<file path="config.mk">
export PLATFORM = sky130hd
export DESIGN_NAME = decoder_rr_arb_flat
export DESIGN_NICKNAME = d
export VERILOG_FILES = /design/src/rtl/decoder_rr_arb_if.sv /design/src/rtl/decoder_rr_arb.sv /design/src/flat_wrapper.sv
export SDC_FILE = /design/constraint.sdc
export NUM_CORES = 1
export LEC_CHECK = 0
export CAP_MARGIN = 20
export CORE_MARGIN = 2
export CORE_UTILIZATION = 53
export CTS_CLUSTER_SIZE = 8
export DETAILED_ROUTE_END_ITERATION = 8
export PLACE_DENSITY = 0.74
export SETUP_SLACK_MARGIN = 0.1
export SLEW_MARGIN = 15
export SYNTH_ARGS = -nofsm -noshare
export SYNTH_HDL_FRONTEND = slang
export SYNTH_SLANG_ARGS = --single-unit
</file>
<file path="constraint.sdc">
create_clock -name sys_clk -period 4.9 [get_ports sys_clk]
set_input_delay 0.98 -clock sys_clk [delete_from_list [all_inputs] [get_ports sys_clk]]
set_output_delay 0.98 -clock sys_clk [all_outputs]
set_load 0.05 [all_outputs]
</file>
<file path="src/rtl/decoder_rr_arb_if.sv">
// Request/grant bundle between the requesters and the decoder round-robin arbiter.
// The master side drives requests; the slave side (the arbiter) drives the select and grant.
interface decoder_rr_arb_if;
  logic [7:0] req;
  logic [2:0] sel;
  logic [7:0] grant;
  logic       grant_vld;
  logic       grant_chg;

  modport master (output req, input sel, grant, grant_vld, grant_chg);
  modport slave  (input req, output sel, grant, grant_vld, grant_chg);
endinterface

</file>
<file path="src/rtl/decoder_rr_arb.sv">
// Round-robin arbiter that schedules eight requesters onto the 3-to-8 decoder select.
// Optional hold-time preemption is enabled by defining HOLD_LIMIT_EN.
module decoder_rr_arb #(
    parameter int MAX_HOLD = 16
) (
    input logic              sys_clk,
    input logic              sys_rst,
    decoder_rr_arb_if.slave  bus
);

`ifdef HOLD_LIMIT_EN
    localparam bit LIMIT_EN = 1'b1;
`else
    localparam bit LIMIT_EN = 1'b0;
`endif

    localparam logic [7:0] HOLD_LAST = 8'(MAX_HOLD - 1);

    typedef enum logic {IDLE, GRANT} state_t;

    state_t     state;
    logic [2:0] ptr;
    logic [7:0] hold_cnt;

    logic [7:0] others;
    logic       owner_req;
    logic       preempt;
    logic [2:0] next_ptr;
    logic [2:0] first_idx;
    logic [2:0] next_idx;

    // First set bit of r scanning start, start+1, ... modulo 8; the descending
    // loop lets the smallest offset win.
    function automatic logic [2:0] pick(input logic [7:0] r, input logic [2:0] start);
        logic [2:0] idx;
        pick = start;
        for (int i = 7; i >= 0; i--) begin
            idx = start + 3'(i);
            if (r[idx]) pick = idx;
        end
    endfunction

    assign others    = bus.req & ~(8'h01 << bus.sel);
    assign owner_req = bus.req[bus.sel];
    assign next_ptr  = bus.sel + 3'd1;
    assign first_idx = pick(bus.req, ptr);
    assign next_idx  = pick(others, next_ptr);
    assign preempt   = LIMIT_EN && owner_req && (hold_cnt == HOLD_LAST) && (|others);

    // NOTE: reset is asynchronous so every output clears the moment sys_rst rises,
    // and all state is updated with non-blocking assignments so the edge sees old values.
    always_ff @(posedge sys_clk or posedge sys_rst) begin
        if (sys_rst) begin
            state         <= IDLE;
            ptr           <= 3'd0;
            hold_cnt      <= 8'd0;
            bus.sel       <= 3'd0;
            bus.grant     <= 8'h00;
            bus.grant_vld <= 1'b0;
            bus.grant_chg <= 1'b0;
        end else begin
            case (state)
                IDLE: begin
                    if (|bus.req) begin
                        state         <= GRANT;
                        bus.sel       <= first_idx;
                        bus.grant     <= 8'h01 << first_idx;
                        bus.grant_vld <= 1'b1;
                        bus.grant_chg <= 1'b1;
                        hold_cnt      <= 8'd0;
                    end else begin
                        bus.grant_chg <= 1'b0;
                    end
                end
                GRANT: begin
                    if (!owner_req || preempt) begin
                        ptr <= next_ptr;
                        if (|others) begin
                            // Direct handover: grant_vld stays high, no idle gap.
                            bus.sel       <= next_idx;
                            bus.grant     <= 8'h01 << next_idx;
                            bus.grant_chg <= 1'b1;
                            hold_cnt      <= 8'd0;
                        end else begin
                            state         <= IDLE;
                            bus.sel       <= 3'd0;
                            bus.grant     <= 8'h00;
                            bus.grant_vld <= 1'b0;
                            bus.grant_chg <= 1'b0;
                            hold_cnt      <= 8'd0;
                        end
                    end else begin
                        bus.grant_chg <= 1'b0;
                        if (hold_cnt != 8'hFF) hold_cnt <= hold_cnt + 8'd1;
                    end
                end
                default: state <= IDLE;
            endcase
        end
    end

endmodule

</file>
<file path="src/flat_wrapper.sv">
// flat-port wrapper written by rule: the top's interface ports become plain ports
module decoder_rr_arb_flat 
#(
    parameter int MAX_HOLD = 16
)
  (sys_clk, sys_rst, bus_req, bus_sel, bus_grant, bus_grant_vld, bus_grant_chg);
  decoder_rr_arb_if bus_i ();
  input logic sys_clk;
  input logic sys_rst;
  input wire logic [$bits(bus_i.req)-1:0] bus_req;
  output wire logic [$bits(bus_i.sel)-1:0] bus_sel;
  output wire logic [$bits(bus_i.grant)-1:0] bus_grant;
  output wire logic [$bits(bus_i.grant_vld)-1:0] bus_grant_vld;
  output wire logic [$bits(bus_i.grant_chg)-1:0] bus_grant_chg;
  assign bus_i.req = bus_req;
  assign bus_sel = bus_i.sel;
  assign bus_grant = bus_i.grant;
  assign bus_grant_vld = bus_i.grant_vld;
  assign bus_grant_chg = bus_i.grant_chg;
  decoder_rr_arb #(.MAX_HOLD(MAX_HOLD)) u_core (.sys_clk(sys_clk), .sys_rst(sys_rst), .bus(bus_i));
endmodule
</file>
==> results of run 1 <==
==> worst max-delay path by stage <==
| stage | startpoint | endpoint | slack (ps) | cells past startpoint |
|---|---|---|---|---|
| CTS | u_core.bus.sel[0] | u_core.bus.grant[3] | 930 | 9 |
| detailed placement | bus_req[0] | u_core.bus.grant[3] | 830 | 9 |
| floorplan | u_core.bus.sel[0] | u_core.bus.grant[5] | 850 | 13 |
| global placement | bus_req[0] | u_core.bus.grant[1] | 850 | 9 |
| finish | u_core.bus.sel[0] | u_core.bus.grant[6] | 890 | 9 |
| global route | u_core.bus.sel[0] | u_core.bus.grant[2] | 490 | 9 |
==> logic make-up after synthesis <==
group,count (synthesis),share of synthesized area [%]
DFF,17,15.2
AOI/OAI and AO/OA,94,26.9
muxes,39,22.0
xor gates and xnor gates,11,4.38
adders and majority gates,10,4.47
and+or+nand+nor,114,20.2
buffers and inverters,39,6.79
==> Yosys cell counts, drive strengths merged, types with 9 or more instances <==
library cell	instances	area share, %
inv	14	1.9
mux4	17	14
nand3	13	2.3
ha	10	4.5
nand2	42	5.6
mux2i	14	5.0
buf	11	3.0
dfrtp	17	15
o211ai	13	3.5
o21ai	12	2.1
a21oi	15	2.7
nor2	12	1.7
clkbuf	14	1.9
nand2b	9	2.0
==> area by class of cell <==
cell class | count | area [um^2]
well taps | 70 | 87.6
repair buffers | 26 | 250
fillers | 482 | 2060
inverters | 14 | 52.6
flip-flops and latches | 17 | 425
clock buffers | 4 | 45.0
multi-input cells | 268 | 2180
==> sequential cells by signal (all words and copies together), names as in the netlist <==
name	count
u_core.bus.grant_vld	1
u_core.bus.sel	3
u_core.bus.grant	8
u_core.state	1
u_core.ptr	3
u_core.bus.grant_chg	1
==> metrics by stage <==
stage / hold slack [ps] / area, um^2 / std cells / worst slack, ps
floorplan: 717 / 2800 / 324 / 851
global placement: 463 / 3000 / 395 / 849
detailed placement: 472 / 3000 / 395 / 826
CTS: 488 / 3050 / 399 / 930
global route: 532 / 3050 / 399 / 494
finish: 486 / 3050 / 399 / 895
==> routing by layer <==
metal  track usage [%]  share of wire [%]
met2              40.0                 48
met3              4.35                5.1
met4              4.36                1.2
met5                 0                  0
met1              34.3                 45
==> cell usage in the layout (no fill, tap or decap), types with 3 or more instances in the layout <==
cell type,n
a21oi_1,15
dfrtp_1,17
mux4_2,17
xnor2_1,7
a21o_1,3
buf_4,4
o211ai_1,13
nand2_1,42
nand2b_1,9
ha_1,10
inv_1,14
nand3_1,13
a221o_1,3
clkdlybuf4s50_1,22
clkbuf_8,3
a21boi_0,3
mux2_2,7
o21ai_1,3
mux2i_1,14
o21ai_0,9
a221oi_1,4
and3_1,6
nor3_1,7
nor4_1,3
o22ai_1,3
nor2b_1,8
o221ai_1,3
and2_1,4
nor2_1,11
==> worst max-delay path, stage by stage (launching register included) <==
cell      delay (ps)
dfrtp_1          730
inv_1            250
ha_1             760
xor2_4           330
mux2i_1          400
mux2i_1          130
o41ai_1          530
o41ai_4          150
xnor2_1          420
o211ai_1         160
==> impl_results.md, run 1 <==
- Wirelength per Cell: 17.6 um
- Post-cts resize count: 0
- Register area share after synthesis: 15.2%
- Final WL: 7040 um
- CTS buffer count: 3
- Final-report setup violation count: 0
- First-pass GRT wire length: 12000 um
- Worst R2R Path Depth: 9
- EDFF count, synth: 0
- Min Tclk post-route: 4010 ps
- Worst hold start: u_core.bus.grant_vld
- Layout Utilization: 59.6%
- Reg-to-Reg End: u_core.bus.grant[6]
- Nets@finish: 350
- Antenna fix cells: 0
- RSZ-0062 raised after global routing: false
- Clock tree buffer depth: 2
- Final Cycle Share: 81.7%
- CP Class: flip-flop to flip-flop
- Upper clock frequency limit: 250 MHz
- GPL Wtd Cong: 0.914
- Worst Hold Depth: 2
- Starting Density: 54.8%
- Worst setup EP type: flip-flop
- CTS tree: built
- Worst-margin pin slew: 660 ps
- Gate count of the mapped netlist: 324
- Die area: 5880 um^2
- Worst path required time: 5010 ps
- Max Cap Viol: 0
- Fin. Hold Viols: 0
- Worst-skew pair later-pin latency: 250 ps
- Starting DRT DRC Count: 186
- Synthesized area: 2800 um^2
- Total iterations of the first detailed-routing run: 5
- Remaining DRCs: 0
- Detail-routed via count per cell: 6.43
- Die W: 76.7 um
- Vias in the first global route: 2479
- HP Class: flip-flop to flip-flop
- Slew margin rel.: 55.9%
- Yosys cell types: 68
- Postcts setup bufs: 0
- CTS Sinks: 17
- Post-CTS Hold Fix Bufs: 0
- Proportion of layout cells with a drive suffix above 1: 13.4%
- Hold Path Sink: u_core.bus.grant_vld
- Root Driver: clkbuf_8
- Initial antenna violation count: 0
- Largest net degree at the start of global routing: 20
- Yosys reg bits: 17
- Synthesis Warnings: 0
- Worst-path clk slew: 60 ps
- Mean Syn Cell Area: 8.64 um^2
- # rows: 26
- Setup TNS: 0 ps
- Total gr overflow: 0
- Htree depth: 1
- CP Launch Type: flip-flop
- Outcome: complete, no violations
- WP data arrival: 4120 ps
- Vias: 2566
- Hpwl dp: 5310 um
- P&R area growth vs syn: 8.76%
- Worst reg2reg startpoint: u_core.bus.sel[0]
- Num ports: 23
- Asr flop ratio synth: 100%
- Critical Path Fanout Max: 16
- DIE HEIGHT: 76.7 um
- Post-DRT Antenna Nets: 0
- I/O Buffers: 22
- Max Slew Vio Count: 0
- R2R setup slack: 890 ps
- Total track usage: 24.4%
- Mapped Nets: 344
- Most used DFF post-synth: dfrtp_1
- Skew final: 0.597 ps
- Core area: 5110 um^2
Power of run 1 is left out: the tool's default activity adds up to more than one toggle a clock period on the data nets, which glitch-free logic cannot reach.
==> inputs of run 2 (changes only) <==
- clock period: 4.9 -> 4 ns (I/O delays scaled with it)
==> run 2 against run 1 <==
- clock-buffer cell count shrank 1
- design area increased by 1.8%
- critical path depth is the same
- non-clock buffer count increased by 6
- sequential share of layout area fell by 0.21 points
- critical endpoint is now u_core.bus.grant[3]
==> impl_results.md, run 2 (same netlist as run 1, synthesis figures left out) <==
- Outcome: complete, no violations
- Met2 usage: 43.5% (+3.5 points)
- CP Launch Type: primary input
- DIE HEIGHT: 76.7 um (unchanged)
- Top Usage Layer GRT: met2
- Met1 global-route usage: 35.8% (+1.5 points)
- Worst path required time: 4170 ps (-840 ps)
- Cell chain of the critical path: clkdlybuf4s50_1 -> a21boi_0 -> mux2_4 -> mux2i_1 -> mux2_2 -> a211o_1 -> and3_1 -> or4_1 -> o211ai_1
- Clock tree buffer depth: 2 (unchanged)
- Antenna fix cells: 0 (unchanged)
- CTS buffer count: 3 (unchanged)
- Worst-margin pin slew: 660 ps (-0.344 ps)
- WP data arrival: 3870 ps (-250 ps)
- CTS Sinks: 17 (unchanged)
- Die area: 5880 um^2 (unchanged)
- Most frequent cells in the layout: nand2_1 (42), clkdlybuf4s50_1 (21), mux4_2 (17), dfrtp_1 (16), a21oi_1 (15)
- Root Driver: clkbuf_8
- Critical Path Fanout Max: 8 (-8)
- Htree depth: 1 (unchanged)
- Largest net degree at the start of global routing: 21 (+5.0%)
- Most common cell after layout, fill and taps aside: nand2_1
- Hpwl dp: 5420 um (+2.0%)
- Proportion of layout cells with a drive suffix above 1: 15.8% (+2.4 points)
- Remaining DRCs: 0 (unchanged)
- Skew final: 2.38 ps (+1.79 ps)
- Worst-path clk slew: 70 ps (about the same)
- CTS tree: built
- Upper clock frequency limit: 270 MHz
- First-pass GRT wire length: 12400 um (+3.9%)
- HP Class: flip-flop to flip-flop
- Min Tclk post-route: 3700 ps
- Num ports: 23 (unchanged)
- Postcts setup bufs: 0 (unchanged)
- Top flop regs: u_core.bus.grant (8), u_core.bus.sel (3), u_core.ptr (3)
- Final WL: 7280 um (+3.4%)
- Max Slew Vio Count: 0 (unchanged)
- Final Cycle Share: 92.6%
- Core area: 5110 um^2 (unchanged)
- Most flop-heavy register: u_core.bus.grant
- Number of flip-flops in the largest register: 8 (unchanged)
- Wirelength per Cell: 18.0 um (+1.9%)
- CP max-delay cell: clkdlybuf4s50_1
- Nets@finish: 356 (+1.7%)
- Max Cap Viol: 0 (unchanged)
- Slew margin rel.: 56.0% (about the same)
- Worst-skew pair later-pin latency: 250 ps (about the same)
- Met3 Use GR: 3.53% (-0.82 points)
- Total track usage: 25.5% (+1.1 points)
- Worst setup EP type: flip-flop
- # rows: 26 (unchanged)
- Vias in the first global route: 2481 (+0.081%)
- Largest stage delay on the critical path: 640 ps (-120 ps)
- GPL Wtd Cong: 0.913 (about the same)
- Post-DRT Antenna Nets: 0 (unchanged)
- Total iterations of the first detailed-routing run: 5 (unchanged)
- Starting DRT DRC Count: 180 (-3.2%)
- Delay-heaviest family, CP: compound AO/OA/AOI/OAI gates
- CP Class: primary input to flip-flop
- Setup TNS: 0 ps (unchanged)
- P&R area growth vs syn: 10.7%
- RSZ-0062 raised after global routing: false
- Initial antenna violation count: 0 (unchanged)
- Final-report setup violation count: 0 (unchanged)
- Vias: 2633 (+2.6%)
- Total gr overflow: 0 (unchanged)
- Die W: 76.7 um (unchanged)
- Layout fillers: 463 (-3.9%)
- I/O Buffers: 22 (unchanged)
- Detail-routed via count per cell: 6.50 (+1.1%)
- Fin. Hold Viols: 0 (unchanged)
- Starting Density: 54.8% (unchanged)
- CP Buf/Inv Count: 1 (unchanged)
-- run 2: cell types whose count changed in the layout (fill, tap and decap cells not counted), sizes merged --
cell	delta
clkbuf	-1
clkinv	+1
dlymetal6s2s	+1
clkdlybuf4s50	-1
buf	+6
-- run 2: stage by stage --
stage / cells / setup slack, ps / cell area (um^2) / hold slack [ps] / utilization, %
after floorplan: 324 / 118 / 2800 / 717 / -
after global placement: 401 / 145 / 3050 / 468 / 59.7
after detailed placement: 401 / 0.576 / 3050 / 481 / 59.7
after CTS: 405 / 229 / 3090 / 496 / 60.6
after global routing: 405 / 140 / 3100 / 536 / 60.7
final: 405 / 297 / 3100 / 484 / 60.7
-- run 2: final timing paths --
kind	end	start	slack, ps	cells after the start
worst max-delay path	u_core.bus.grant[3]	bus_req[5]	300	9
worst min-delay path	u_core.bus.grant_vld	u_core.bus.grant_vld	480	2
worst max register to register	u_core.bus.grant[3]	u_core.bus.sel[0]	420	10
worst min register to register	u_core.bus.grant_vld	u_core.bus.grant_vld	480	2
max in group asynchronous	u_core.bus.sel[0]	sys_rst	2610	2
min in group asynchronous	u_core.bus.grant[0]	sys_rst	930	2
-- run 2: layer usage --
metal | routed length [um] | share of wire, % | vias up
met2 | 3600 | 49 | 90
met3 | 415 | 5.7 | 10
met1 | 3190 | 44 | 1274
met4 | 72 | 0.99 | 0
li1 | - | - | 1259
met5 | 0 | 0 | -
-- run 2: tightest hold or removal path, cell delays in order, from the launching register on --
cell	delay [ps]
dfrtp_1	340
nand2_1	50
nand2_1	60
-- run 2: timing repair --
| action | 4_1_cts | 5_1_grt |
|---|---|---|
| setup endpoints to repair | 0 | 3 |
| hold buffers | 0 | 0 |
| resized for setup | 0 | 3 |
-- run 2: cell type report --
type / instances / area, um^2 / area share, %
timing repair buffer: 32 / 298 / 9.60
inverter: 14 / 52.6 / 1.69
clock inverter: 1 / 5.00 / 0.161
sequential: 17 / 427 / 13.8
tap: 70 / 87.6 / 2.82
multi-input combinational: 268 / 2190 / 70.6
clock buffer: 3 / 41.3 / 1.33
Power of run 2 is left out for the same reason.
==> inputs of run 3 (changes only) <==
- CELL_PAD_IN_SITES_DETAIL_PLACEMENT: unset -> 1
- CELL_PAD_IN_SITES_GLOBAL_PLACEMENT: unset -> 1
- CORE_MARGIN: 2 -> 4
- CORE_UTILIZATION: 53 -> 46
- PLACE_DENSITY: 0.74 -> unset
- PLACE_DENSITY_LB_ADDON: unset -> 0.1
==> run 3 against run 2 <==
- routed wire length up 18%
- non-clock buffer count up 9
- design area up 2.2%
- critical path depth unchanged
- maximum frequency down 0.43%
- clock skew down 0.92 ps
- first-iteration DRC count down 45%
- cell count up 3.5%
- via count up 3.3%
- setup slack worse by 16 ps
- global-route usage down 0.78 points
- core utilization down 7.2 points
- largest cell class unchanged
==> impl_results.md, run 3 (same netlist as run 1, synthesis figures left out) <==
- Met2 usage: 39.1% (-4.4 points)
- Top flop regs: u_core.bus.grant (8), u_core.bus.sel (3), u_core.ptr (3)
- Nets@finish: 365 (+2.5%)
- Total track usage: 24.7% (-0.78 points)
- Most common cell after layout, fill and taps aside: nand2_1
- Post-DRT Antenna Nets: 0 (unchanged)
- HP Class: flip-flop to flip-flop
- Setup TNS: 0 ps (unchanged)
- Total gr overflow: 0 (unchanged)
- Cell chain of the critical path: clkdlybuf4s50_1 -> buf_4 -> mux4_2 -> mux2i_1 -> nand3_1 -> a211o_1 -> and3_1 -> or4_1 -> o211ai_1
- CTS buffer count: 3 (unchanged)
- Met3 Use GR: 2.98% (-0.55 points)
- Slew margin rel.: 55.0% (-0.93 points)
- CP max-delay cell: clkdlybuf4s50_1
- Skew final: 1.46 ps (-0.920 ps)
- Antenna fix cells: 0 (unchanged)
- Worst setup EP type: flip-flop
- Hpwl dp: 6660 um (+23%)
- Fin. Hold Viols: 0 (unchanged)
- # rows: 28 (+7.7%)
- Wirelength per Cell: 20.5 um (+14%)
- Die area: 7400 um^2 (+26%)
- WP data arrival: 3890 ps (+20 ps)
- Postcts setup bufs: 0 (unchanged)
- Layout fillers: 728 (+57%)
- DIE HEIGHT: 86.0 um (+12%)
- Most flop-heavy register: u_core.bus.grant
- Total iterations of the first detailed-routing run: 4 (-1)
- RSZ-0062 raised after global routing: false
- Max Slew Vio Count: 0 (unchanged)
- Worst-path clk slew: 70 ps (about the same)
- Starting DRT DRC Count: 99 (-45%)
- Placed Cells: 415 (+3.5%)
- Largest net degree at the start of global routing: 21 (unchanged)
- Upper clock frequency limit: 269 MHz (-0.43%)
- Final instance area: 3170 um^2 (+2.2%)
- Final Cycle Share: 93.0% (+0.40 points)
- Num ports: 23 (unchanged)
- Proportion of layout cells with a drive suffix above 1: 17.7% (+1.9 points)
- Worst-skew pair later-pin latency: 250 ps (about the same)
- Max Cap Viol: 0 (unchanged)
- Starting Density: 47.3% (-7.5 points)
- CTS tree: built
- Vias in the first global route: 2847 (+15%)
- GPL Wtd Cong: 0.888 (-2.8%)
- Core area: 5920 um^2 (+16%)
- CTS Sinks: 17 (unchanged)
- Most frequent cells in the layout: nand2_1 (42), clkdlybuf4s50_1 (22), buf_4 (19), mux4_2 (17), dfrtp_1 (16)
- Htree depth: 1 (unchanged)
- Delay-heaviest family, CP: simple AND/OR/NAND/NOR gates
- Vias: 2720 (+3.3%)
- Met1 global-route usage: 36.6% (+0.83 points)
- Remaining DRCs: 0 (unchanged)
- Final-report setup violation count: 0 (unchanged)
- Worst path required time: 4170 ps (about the same)
- Initial antenna violation count: 0 (unchanged)
- Final WL: 8600 um (+18%)
- Largest stage delay on the critical path: 560 ps (-80 ps)
- R2R setup slack: 380 ps (-40 ps)
- CP Class: primary input to flip-flop
- P&R area growth vs syn: 13.2%
- Number of flip-flops in the largest register: 8 (unchanged)
- Worst-margin pin slew: 674 ps (+13.9 ps)
- Clock tree buffer depth: 2 (unchanged)
- I/O Buffers: 22 (unchanged)
- Fin cells: 419 (+3.5%)
- Post-CTS Hold Fix Bufs: 0 (unchanged)
- Die W: 86.0 um (+12%)
- Post-cts resize count: 0 (unchanged)
- Critical Path Fanout Max: 8 (unchanged)
- Root Driver: clkbuf_8
- Min Tclk post-route: 3720 ps (+15.9 ps)
- Detail-routed via count per cell: 6.49 (-0.15%)
- Top Usage Layer GRT: met2
- Outcome: complete, no violations
- CP Buf/Inv Count: 2 (+1)
- First-pass GRT wire length: 15000 um (+20%)
- CP Launch Type: primary input
- Placed cell areas: 3120 um^2 (+2.4%)
## run 3: per-stage QoR
step	worst slack [ps]	util, %	hold slack, ps
floorplan	118	-	717
global placement	112	52.7	464
detailed placement	57.9	52.7	476
CTS	293	53.5	492
global route	130	53.5	552
finish	281	53.5	483
## run 3: worst min-delay path, stage by stage (launching register included)
cell     delay, ps
dfrtp_1        340
nand2_1         50
nand2_1         60
## run 3: path summary, 6_finish.rpt
path,start,end,cells after the start
worst max register to register,u_core.bus.sel[1],u_core.bus.grant[1],10
worst min register to register,u_core.bus.grant_vld,u_core.bus.grant_vld,2
worst min-delay path,u_core.bus.grant_vld,u_core.bus.grant_vld,2
max in group asynchronous,sys_rst,u_core.bus.sel[0],2
worst max-delay path,bus_req[1],u_core.bus.grant[1],9
min in group asynchronous,sys_rst,u_core.bus.grant[1],2
## run 3: layout make-up
type	instances	area, um^2	area share (%)
clock buffers	4	45.0	1.42
well taps	75	93.8	2.96
repair buffers	41	363	11.4
flip-flops and latches	17	427	13.5
inverters	14	52.6	1.66
multi-input cells	268	2190	69.0
## run 3: routing by layer
metal / share of wire (%) / vias to the layer above
met5: 0 / -
met4: 0.81 / 0
met3: 3.4 / 9
met2: 48 / 63
met1: 48 / 1367
li1: - / 1281
Power of run 3 is left out for the same reason.
